**config.mk**
```make
export PLATFORM = sky130hd
export DESIGN_NAME = uart_tx_flat
export DESIGN_NICKNAME = d
export VERILOG_FILES = /design/src/rtl/uart_tx_if.sv /design/src/rtl/uart_tx.sv /design/src/flat_wrapper.sv
export SDC_FILE = /design/constraint.sdc
export NUM_CORES = 1
export LEC_CHECK = 0
export BUFFER_PORTS_ARGS = -buffer_cell sky130_fd_sc_hd__buf_2
export CORE_MARGIN = 2
export CORE_UTILIZATION = 40
export CTS_BUF_LIST = sky130_fd_sc_hd__clkbuf_8
export DETAILED_ROUTE_END_ITERATION = 8
export PLACE_DENSITY = 0.65
export SLEW_MARGIN = 25
export SYNTH_ARGS = -nofsm -noshare
export SYNTH_HDL_FRONTEND = slang
export SYNTH_SLANG_ARGS = --single-unit
```
**constraint.sdc**
```tcl
create_clock -name mclkx16 -period 3.7 [get_ports mclkx16]
set_input_delay 0.555 -clock mclkx16 [delete_from_list [all_inputs] [get_ports mclkx16]]
set_output_delay 0.555 -clock mclkx16 [all_outputs]
set_load 0.01 [all_outputs]
```
**src/rtl/uart_tx_if.sv**
```systemverilog
// Host-side bus of the UART transmitter: write strobe, byte, serial line and status.
// The master modport is the host/bench side; the slave modport is the transmitter.
interface uart_tx_if;
    logic       write;
    logic [7:0] tdata;
    logic       tx;
    logic       txrdy;
    logic       txbusy;

    modport master (output write, output tdata, input tx, input txrdy, input txbusy);
    modport slave  (input write, input tdata, output tx, output txrdy, output txbusy);
endinterface

```
**src/rtl/uart_tx.sv**
```systemverilog
// UART transmitter: THR plus shifter, frame = start, 8 data LSB first, parity, stop, 16 clocks per bit.
// Start bit begins one clock after the accept edge; a write arriving while the THR is full is dropped.
module uart_tx #(
    parameter logic PARITY_MODE = 1'b1
) (
    input  logic       mclkx16,
    input  logic       reset,
    uart_tx_if.slave   bus
);
    localparam logic [2:0] IDLE   = 3'd0;
    localparam logic [2:0] START  = 3'd1;
    localparam logic [2:0] DATA   = 3'd2;
    localparam logic [2:0] PARITY = 3'd3;
    localparam logic [2:0] STOP   = 3'd4;

    logic [2:0] state;
    logic [3:0] phase;
    logic [2:0] bit_idx;
    logic [7:0] thr;
    logic [7:0] shift;
    logic       par;
    logic       write_d;
    logic       tx;
    logic       txrdy;
    logic       txbusy;
    logic       accept;

    assign accept     = bus.write && !write_d;
    assign bus.tx     = tx;
    assign bus.txrdy  = txrdy;
    assign bus.txbusy = txbusy;

    always_ff @(posedge mclkx16 or posedge reset) begin
        if (reset) begin
            state   <= IDLE;
            phase   <= 4'd0;
            bit_idx <= 3'd0;
            thr     <= 8'h00;
            shift   <= 8'h00;
            par     <= 1'b0;
            write_d <= 1'b1;
            tx      <= 1'b1;
            txrdy   <= 1'b1;
            txbusy  <= 1'b0;
        end else begin
            write_d <= bus.write;

            // txrdy low means the THR holds a byte waiting for the shifter
            if (state == IDLE) begin
                if (!txrdy) begin
                    state  <= START;
                    shift  <= thr;
                    par    <= PARITY_MODE ^ (^thr);
                    tx     <= 1'b0;
                    txbusy <= 1'b1;
                    txrdy  <= 1'b1;
                    phase  <= 4'd0;
                end
            end else begin
                phase <= phase + 4'd1;
                if (phase == 4'd15) begin
                    case (state)
                        START: begin
                            state   <= DATA;
                            bit_idx <= 3'd0;
                            tx      <= shift[0];
                        end
                        DATA: begin
                            if (bit_idx == 3'd7) begin
                                state <= PARITY;
                                tx    <= par;
                            end else begin
                                bit_idx <= bit_idx + 3'd1;
                                shift   <= {1'b0, shift[7:1]};
                                tx      <= shift[1];
                            end
                        end
                        PARITY: begin
                            state <= STOP;
                            tx    <= 1'b1;
                        end
                        STOP: begin
                            // a queued byte starts immediately, no idle gap between frames
                            if (!txrdy) begin
                                state <= START;
                                shift <= thr;
                                par   <= PARITY_MODE ^ (^thr);
                                tx    <= 1'b0;
                                txrdy <= 1'b1;
                            end else begin
                                state  <= IDLE;
                                tx     <= 1'b1;
                                txbusy <= 1'b0;
                            end
                        end
                        default: begin
                            state  <= IDLE;
                            tx     <= 1'b1;
                            txbusy <= 1'b0;
                        end
                    endcase
                end
            end

            // uses the registered txrdy, so a write coinciding with a transfer is dropped
            if (accept && txrdy) begin
                thr   <= bus.tdata;
                txrdy <= 1'b0;
            end
        end
    end
endmodule

```
**src/flat_wrapper.sv**
```systemverilog
// flat-port wrapper written by rule: the top's interface ports become plain ports
module uart_tx_flat 
#(
    parameter logic PARITY_MODE = 1'b1
)
  (mclkx16, reset, bus_write, bus_tdata, bus_tx, bus_txrdy, bus_txbusy);
  uart_tx_if bus_i ();
  input  logic mclkx16;
  input  logic reset;
  input wire logic [$bits(bus_i.write)-1:0] bus_write;
  input wire logic [$bits(bus_i.tdata)-1:0] bus_tdata;
  output wire logic [$bits(bus_i.tx)-1:0] bus_tx;
  output wire logic [$bits(bus_i.txrdy)-1:0] bus_txrdy;
  output wire logic [$bits(bus_i.txbusy)-1:0] bus_txbusy;
  assign bus_i.write = bus_write;
  assign bus_i.tdata = bus_tdata;
  assign bus_tx = bus_i.tx;
  assign bus_txrdy = bus_i.txrdy;
  assign bus_txbusy = bus_i.txbusy;
  uart_tx #(.PARITY_MODE(PARITY_MODE)) u_core (.mclkx16(mclkx16), .reset(reset), .bus(bus_i));
endmodule
```
* Word level (Yosys, flattened, before mapping)
Cells that the tools add are included.
Cells by class: $add $sub $neg 2, bitwise logic cells 2, equality and inequality tests 12, reduce and logical (&&, ||, !) cells 19, mux-type cells 34
Operators by type and width (number):
- $mux 8 | 4
- $mux 1 | 18
- $pmux 8 s2 | 1
- $mux 3 | 5
- $pmux 3 s4 | 1
- $reduce_bool 3->1 | 3
- $mux 4 | 2
- $reduce_and 4->1 | 2
- $reduce_xor 8->1 | 1
- $eq 3x2->1 const B | 2
- $eq 3x3->1 const B | 2
- $ne 3x1->1 const B | 2
- $pmux 3 s2 | 1
- $reduce_and 2->1 | 3
- $reduce_and 3->1 | 2
- $reduce_bool 2->1 | 3
- $add 4x1->4 const B | 1
- $eq 4x4->1 const B | 1
- $ne 2x2->1 const B | 2
- $add 3x1->3 const B | 1
- $eq 3x1->1 const B | 1
- $logic_not 3->1 | 1
- $ne 3x2->1 const B | 1
- $pmux 1 s3 | 1
- other kinds (6) | 8
Storage, ports and cells: word-level logic and storage cells 79, register bits 31, output and inout bits 3

* Logic depth before layout (Yosys ltp)
Gate-level depths: netlist of run 1.
depth after elaboration 6, mapped depth 6, depth with buffers taken out 6

* Least setup slack after synthesis of run 1
Ideal clock, no wire load.
path kind register to register, start register u_core.bit_idx[0], end register u_core.shift[7], library setup time 128 ps, slack 2159 ps, stages on the path, launching flop included 7, period minus slack after synthesis 1541 ps, arrival time 1413 ps, required time 3572 ps, buffers on the path 0, cell sequence dfrtp_1 > ha_1 > ha_1 > nor3b_1 > o21ai_2 > a21o_4 > o2bb2ai_1
On the way: word-level cells in the longest chain between the ends 3
RTL lines:
- start, declared | RTL line uart_tx.sv:18 | logic [2:0] bit_idx;
- start signal, assigned | RTL line uart_tx.sv:73 | bit_idx <= bit_idx + 3'd1;
- $eq 3x3->1 | RTL line uart_tx.sv:69 | if (bit_idx == 3'd7) begin
- $ne 3x2->1 (no line)
- $reduce_and 3->1 (no line)
- end signal, assigned | RTL line uart_tx.sv:52 | shift <= thr;
- end signal, assigned | RTL line uart_tx.sv:74 | shift <= {1'b0, shift[7:1]};
- end signal, assigned | RTL line uart_tx.sv:86 | shift <= thr;
- end, declared | RTL line uart_tx.sv:20 | logic [7:0] shift;
Every way passes these cells. A chain may end at the register's enable or synchronous reset.

* Worst setup path after layout of run 1
start register u_core.phase[0], end register u_core.shift[6]
On the way: word-level cells in the longest chain between the ends 3
RTL lines:
- start, declared | RTL line uart_tx.sv:17 | logic [3:0] phase;
- start signal, assigned | RTL line uart_tx.sv:60 | phase <= phase + 4'd1;
- $eq 4x4->1 | RTL line uart_tx.sv:61 | if (phase == 4'd15) begin
- $reduce_bool 2->1 (no line)
- $reduce_and 3->1 (no line)
Every way passes these cells.

==> results_dict.tcl, run 1 <==
set metrics [dict create \
    status "complete, no violations" \
    synthTopCellsByArea "dfrtp_1 (46%), mux2_2 (5.9%), dfstp_2 (5.2%), o21ai_0 (4.9%), a21oi_1 (4.0%)" \
    p_int_w 0.000638 \
    ys_ff_latch 31 \
    start_util 0.415 \
    cp-start-kind "register" \
    synth_top_area_share 0.462 \
    maxClockFrequency_ghz 0.606 \
    grt_pass1_wl_um 4490 \
    grt_pass1_vias 985 \
    synth_edf_count 0 \
    synth_ff_type "dfrtp_1" \
    firstDrtPassIters 4 \
    dpl.cell_count 198 \
    htree_levels 2 \
    cpMaxStageDelayCell "dfrtp_1" \
    netlist_area_sq_um 1520 \
    pre_cts_slack_ps 2050 \
    period_minus_slack_ps 1650 \
    reg2reg_from "u_core.phase[0]" \
    seqPwrFrac 0.492 \
    pwr-share-comb 0.222 \
    grt_setup_unrepaired "no" \
    critPathMaxStageDelay_ps 410 \
    setup_ws_ps 2050 \
    drv_cap 0 \
    tns_ps 0 \
    worstPathCellList "ha_1, and3_1, o21ai_4, o22ai_1, a21oi_1" \
    path_class "register to register" \
    grt_max_degree 27 \
    p_clk_frac 0.286 \
    drtIter0Drc 25 \
    ant_nets 0 \
    clock_sinks 31 \
    setup_viol 0 \
    routed_wl_um 2600 \
    gr-usage-all-layers 0.141 \
    dieWidth_um 65.6 \
    fin_cells 206 \
    ctsResizeCount 0 \
    yosysMostFrequentCell "dfrtp_1" \
    async_flop_share 1.00 \
    cts_tree "yes" \
    finalCritPeriodShare 0.446 \
    synth_common_cells "dfrtp_1 (28), o21ai_0 (15), a21oi_1 (12), inv_1 (12)" \
    hold_path_class "primary input to async pin" \
    max_slew_margin 0.402 \
    vias_per_cell 5.12 \
    yosysWarnings 0 \
    grt_antenna_before_repair 0 \
    p_switching_w 0.000244 \
    p_sw_frac 0.277 \
    worstSkewPairLatency_ps 280 \
    row_count 22 \
    route.detailed.drc 0 \
    crit_start "u_core.phase[0]" \
    clk_path_buf_depth 2 \
    cts_made_buffers 5 \
    n_antenna_cell 0 \
    critPathCaptureType "register" \
    worst_pin_slew_ps 891 \
    nNetsFinal 171 \
    clk_pin_slew_ps 70 \
    critPathMaxFanout 10 \
    avgRoutedWirePerCell_um 12.6 \
    core_area_sq_um 3660 \
    fin_worst_skew_ps 5.33 \
    die-area_sq_um 4300 \
    finalMaxSlewViolations 0 \
    p_per_area_nw_per_um2 517 \
    overflow 0 \
    place_congestion 0.770 \
    yosys.area.top_type "dfrtp_1" \
    hold_buffers 0 \
    vdd_drop_max_mv 0.319 \
    critPathRequiredTime_ps 3910 \
    fp.dieH_um 65.6 \
    cts-root-buf "clkbuf_8" \
    leakage_nw 0.727 \
    synth_cell_types 38 \
    vias 1054 \
    hold_violations 0 \
    syn_area_per_cell_sq_um 10.8 \
    ioPinCount 14 \
    postCtsSetupBuffers 0 \
    drive_gt1_frac 0.253 \
    hpwlAfterDp_um 1890 \
    yosysSeqAreaShare 0.514 \
    critical_path_arrival_ps 1860 \
    synth_nets 154 \
    syn2layout_area_growth_pct 12.4 \
    port_buffers 13 \
    synthCells 140 \
]
## layer usage
| metal | vias to the layer above | wire [um] | GRT usage |
|---|---|---|---|
| met4 | 0 | 38 | 0.0469 |
| li1 | 521 | - | - |
| met2 | 24 | 1250 | 0.222 |
| met5 | - | 0 | 0 |
| met3 | 4 | 146 | 0.0616 |
| met1 | 505 | 1160 | 0.173 |
## cells by family (layout without fill, tap and decap cells)
kind of cell / count (synthesis) / in the layout / share of synthesized area
buffers and inverters: 17 / 35 / 0.0511
muxes: 9 / 9 / 0.0660
adders and majority gates: 3 / 3 / 0.0247
xor gates and xnor gates: 7 / 7 / 0.0404
and+or+nand+nor: 30 / 30 / 0.130
AOI/OAI and AO/OA: 43 / 43 / 0.174
DFF: 31 / 31 / 0.514
## power by group through the flow
stage,clock [W],sequential [W],combinational [W]
floorplan,0,0.000427,0.000174
global placement,0,0.000439,0.000192
detailed placement,0,0.000442,0.000199
CTS,0.000259,0.000435,0.000200
global route,0.000274,0.000442,0.000218
finish,0.000252,0.000435,0.000196
## critical path, delay by kind of cell, from the launching register on
| kind | cells | cell delay, ps |
|---|---|---|
| flops | 1 | 410 |
| compound gates | 3 | 590 |
| fa+ha+maj | 1 | 260 |
| simple gates | 1 | 320 |
## final timing paths
| path | to | slack, ps | cells past startpoint |
|---|---|---|---|
| setup / recovery | u_core.shift[6] | 2050 | 5 |
| min in group mclkx16 | u_core.write_d | 380 | 1 |
| hold / removal | u_core.thr[7] | 340 | 2 |
| setup reg to reg | u_core.shift[6] | 2050 | 5 |
| max in group asynchronous | u_core.bit_idx[1] | 2820 | 3 |
| hold reg to reg | u_core.par | 490 | 2 |
## flip-flops by register name, indices dropped and copies added (netlist names)
name,flops
u_core.bit_idx,3
u_core.bus.tx,1
u_core.write_d,1
u_core.bus.txbusy,1
u_core.phase,4
u_core.shift,8
u_core.state,3
u_core.bus.txrdy,1
u_core.par,1
u_core.thr,8
## layout make-up
cell class                      count  area [sq um]
Clock buffer                        5          68.8
Clock inverter                      3          16.3
Fill cell                         353          1950
Inverter                           13          48.8
Multi-Input combinational cell     92           661
Sequential cell                    31           779
Tap cell                           48          60.1
Timing Repair Buffer               14          72.6
## layout by cell type (no fill, tap or decap), types with 2 or more instances in the layout
master	instances
dfrtp_1	28
o21ai_0	15
buf_2	13
inv_1	12
a21oi_1	12
nand2_1	8
mux2_2	8
o22ai_1	7
xnor2_1	6
nor2_1	5
clkbuf_8	5
nand3_1	4
ha_1	3
dfstp_2	3
nor3b_1	2
nor3_4	2
nor2b_1	2
## stage by stage
stage                      util  power [W]  hold WS, ps  area (sq um)
after floorplan               -   0.000601          450          1520
after global placement    0.443   0.000631          471          1620
after detailed placement  0.443   0.000641          486          1620
after CTS                 0.466   0.000894          378          1710
after global routing      0.466   0.000934          376          1710
final                     0.466   0.000883          342          1710
Power figures use the tool's default switching activity.
==> inputs of run 2 (changes only) <==
--- a/config.mk
+++ b/config.mk
@@ -10,7 +10,7 @@
 export CORE_UTILIZATION = 40
 export CTS_BUF_LIST = sky130_fd_sc_hd__clkbuf_8
 export DETAILED_ROUTE_END_ITERATION = 8
-export PLACE_DENSITY = 0.65
+export PLACE_DENSITY = 0.68
 export SLEW_MARGIN = 25
 export SYNTH_ARGS = -nofsm -noshare
 export SYNTH_HDL_FRONTEND = slang
==> constraint.sdc (replaced) <==
create_clock -name mclkx16 -period 1.35 [get_ports mclkx16]
set_input_delay 0.2025 -clock mclkx16 [delete_from_list [all_inputs] [get_ports mclkx16]]
set_output_delay 0.2025 -clock mclkx16 [all_outputs]
set_load 0.01 [all_outputs]
==> run 2 against run 1 <==
Effect of this change: the run now ends with setup timing left; core utilization is 10 points higher; critical path depth increased by 1; highest routed layer unchanged; largest cell class unchanged; flip-flop and latch count is the same; cell area is 23% higher; clock skew up 2.1 ps; die area is the same; worst hold slack worse by 290 ps; sequential share of layout area down 8.3 points.
==> results_dict.tcl, run 2 (synthesized netlist as in run 1, its figures left out) <==
set metrics [dict create \
    status "complete, but fails checks" \
    violations "setup timing" \
    ioPinCount 14 \
    cts_made_buffers 5 \
    cts_tree "yes" \
    gr-usage-all-layers 0.174 \
    holdWs_ps 47.8 \
    core_area_sq_um 3660 \
    routed_wl_um 3500 \
    period_minus_slack_ps 1500 \
    cp-start-kind "register" \
    r2r_slack_ps -150 \
    setup_ws_ps -148 \
    port_buffers 13 \
    layout_commonest_cell "dfrtp_1" \
    firstDrtPassIters 4 \
    vdd_drop_max_mv 0.750 \
    hold_path_class "primary input to register" \
    avgRoutedWirePerCell_um 14.7 \
    maxClockFrequency_ghz 0.668 \
    clock_sinks 31 \
    largestRegisters "u_core.shift (8), u_core.thr (8), u_core.phase (4)" \
    fin_worst_skew_ps 7.42 \
    finalMaxSlewViolations 0 \
    critical_path_arrival_ps 1670 \
    leakage_nw 0.913 \
    dieWidth_um 65.6 \
    tns_ps -1340 \
    die-area_sq_um 4300 \
    critPathRequiredTime_ps 1520 \
    worstSkewPairLatency_ps 290 \
    critPathMaxFanout 8 \
    drv_cap 0 \
    vias 1242 \
    drive_gt1_frac 0.505 \
    path_class "register to register" \
    grt_setup_unrepaired "yes" \
    fp.dieH_um 65.6 \
    grt_pass1_wl_um 5610 \
    post-route-util 0.571 \
    start_util 0.415 \
    hpwlAfterDp_um 2180 \
    p_per_area_nw_per_um2 1200 \
    n_antenna_cell 0 \
    hold_violations 0 \
    vias_per_cell 5.22 \
    route.detailed.drc 0 \
    power.total_w 0.00250 \
    clk_path_buf_depth 2 \
    row_count 22 \
    htree_levels 2 \
    overflow 0 \
    drtIter0Drc 19 \
    grt_pass1_vias 1208 \
    place_congestion 0.794 \
    setup_viol 15 \
    max_slew_margin 0.732 \
    worst_pin_slew_ps 402 \
    syn2layout_area_growth_pct 37.8 \
    mostFrequentLayoutCells "dfrtp_1 (26), buf_4 (25), buf_2 (13)" \
    ant_nets 0 \
    grt_max_degree 32 \
    cts-root-buf "clkbuf_8" \
    critPathCaptureType "register" \
    finalCritPeriodShare 1.11 \
    pre_cts_slack_ps -184 \
    nNetsFinal 203 \
    grt_antenna_before_repair 0 \
    clk_pin_slew_ps 70 \
]
run 2: per-stage QoR:
step	cells	instance area (sq um)
floorplan	140	1540
global placement	216	1780
detailed placement	216	1780
CTS	234	1990
global route	238	2090
finish	238	2090
run 2: where the power goes:
part	internal (W)	switching [W]	leakage, nW
Sequential	0.00106	0.000139	0.382
Clock	0.000358	0.000378	0.0402
Combinational	0.000348	0.000214	0.491
run 2: cell type report:
class,instances,area [sq um]
inverters,13,48.8
well taps,48,60.1
flip-flops and latches,31,782
repair buffers,45,330
fillers,319,1570
clock inverters,3,20.0
multi-input cells,93,781
clock buffers,5,68.8
run 2: what timing repair did:
item / CTS / global route
setup endpoints to repair: 17 / 30
endpoints found under the hold margin: 17 / 0
hold buffers: 1 / 0
gates cloned: 1 / 0
pin swaps: 11 / 13
resized for setup: 17 / 25
buffers inserted: 8 / 6
run 2: worst paths after layout:
kind | start | to | depth (start not counted)
worst max-delay path | u_core.bit_idx[0] | u_core.shift[7] | 6
worst min-delay path | bus_write | u_core.write_d | 1
worst max register to register | u_core.bit_idx[0] | u_core.shift[7] | 6
worst min register to register | u_core.bus.tx | u_core.bus.tx | 2
max in group asynchronous | reset | u_core.bus.txrdy | 4
min in group asynchronous | reset | u_core.phase[3] | 4
run 2: worst max-delay path, stage by stage, from the launching register on:
cell,delay (ps)
dfrtp_1,390
ha_2,200
ha_4,170
nor3b_2,170
o21ai_2,70
a21o_4,250
o2bb2ai_1,130
run 2: layer usage:
layer / track usage / share of wire / vias to the layer above / routed length (um)
li1: - / - / 588 / -
met1: 0.218 / 0.43 / 625 / 1520
met2: 0.291 / 0.53 / 25 / 1850
met3: 0.0462 / 0.030 / 4 / 106
met4: 0.0599 / 0.0077 / 0 / 27
met5: 0 / 0 / - / 0
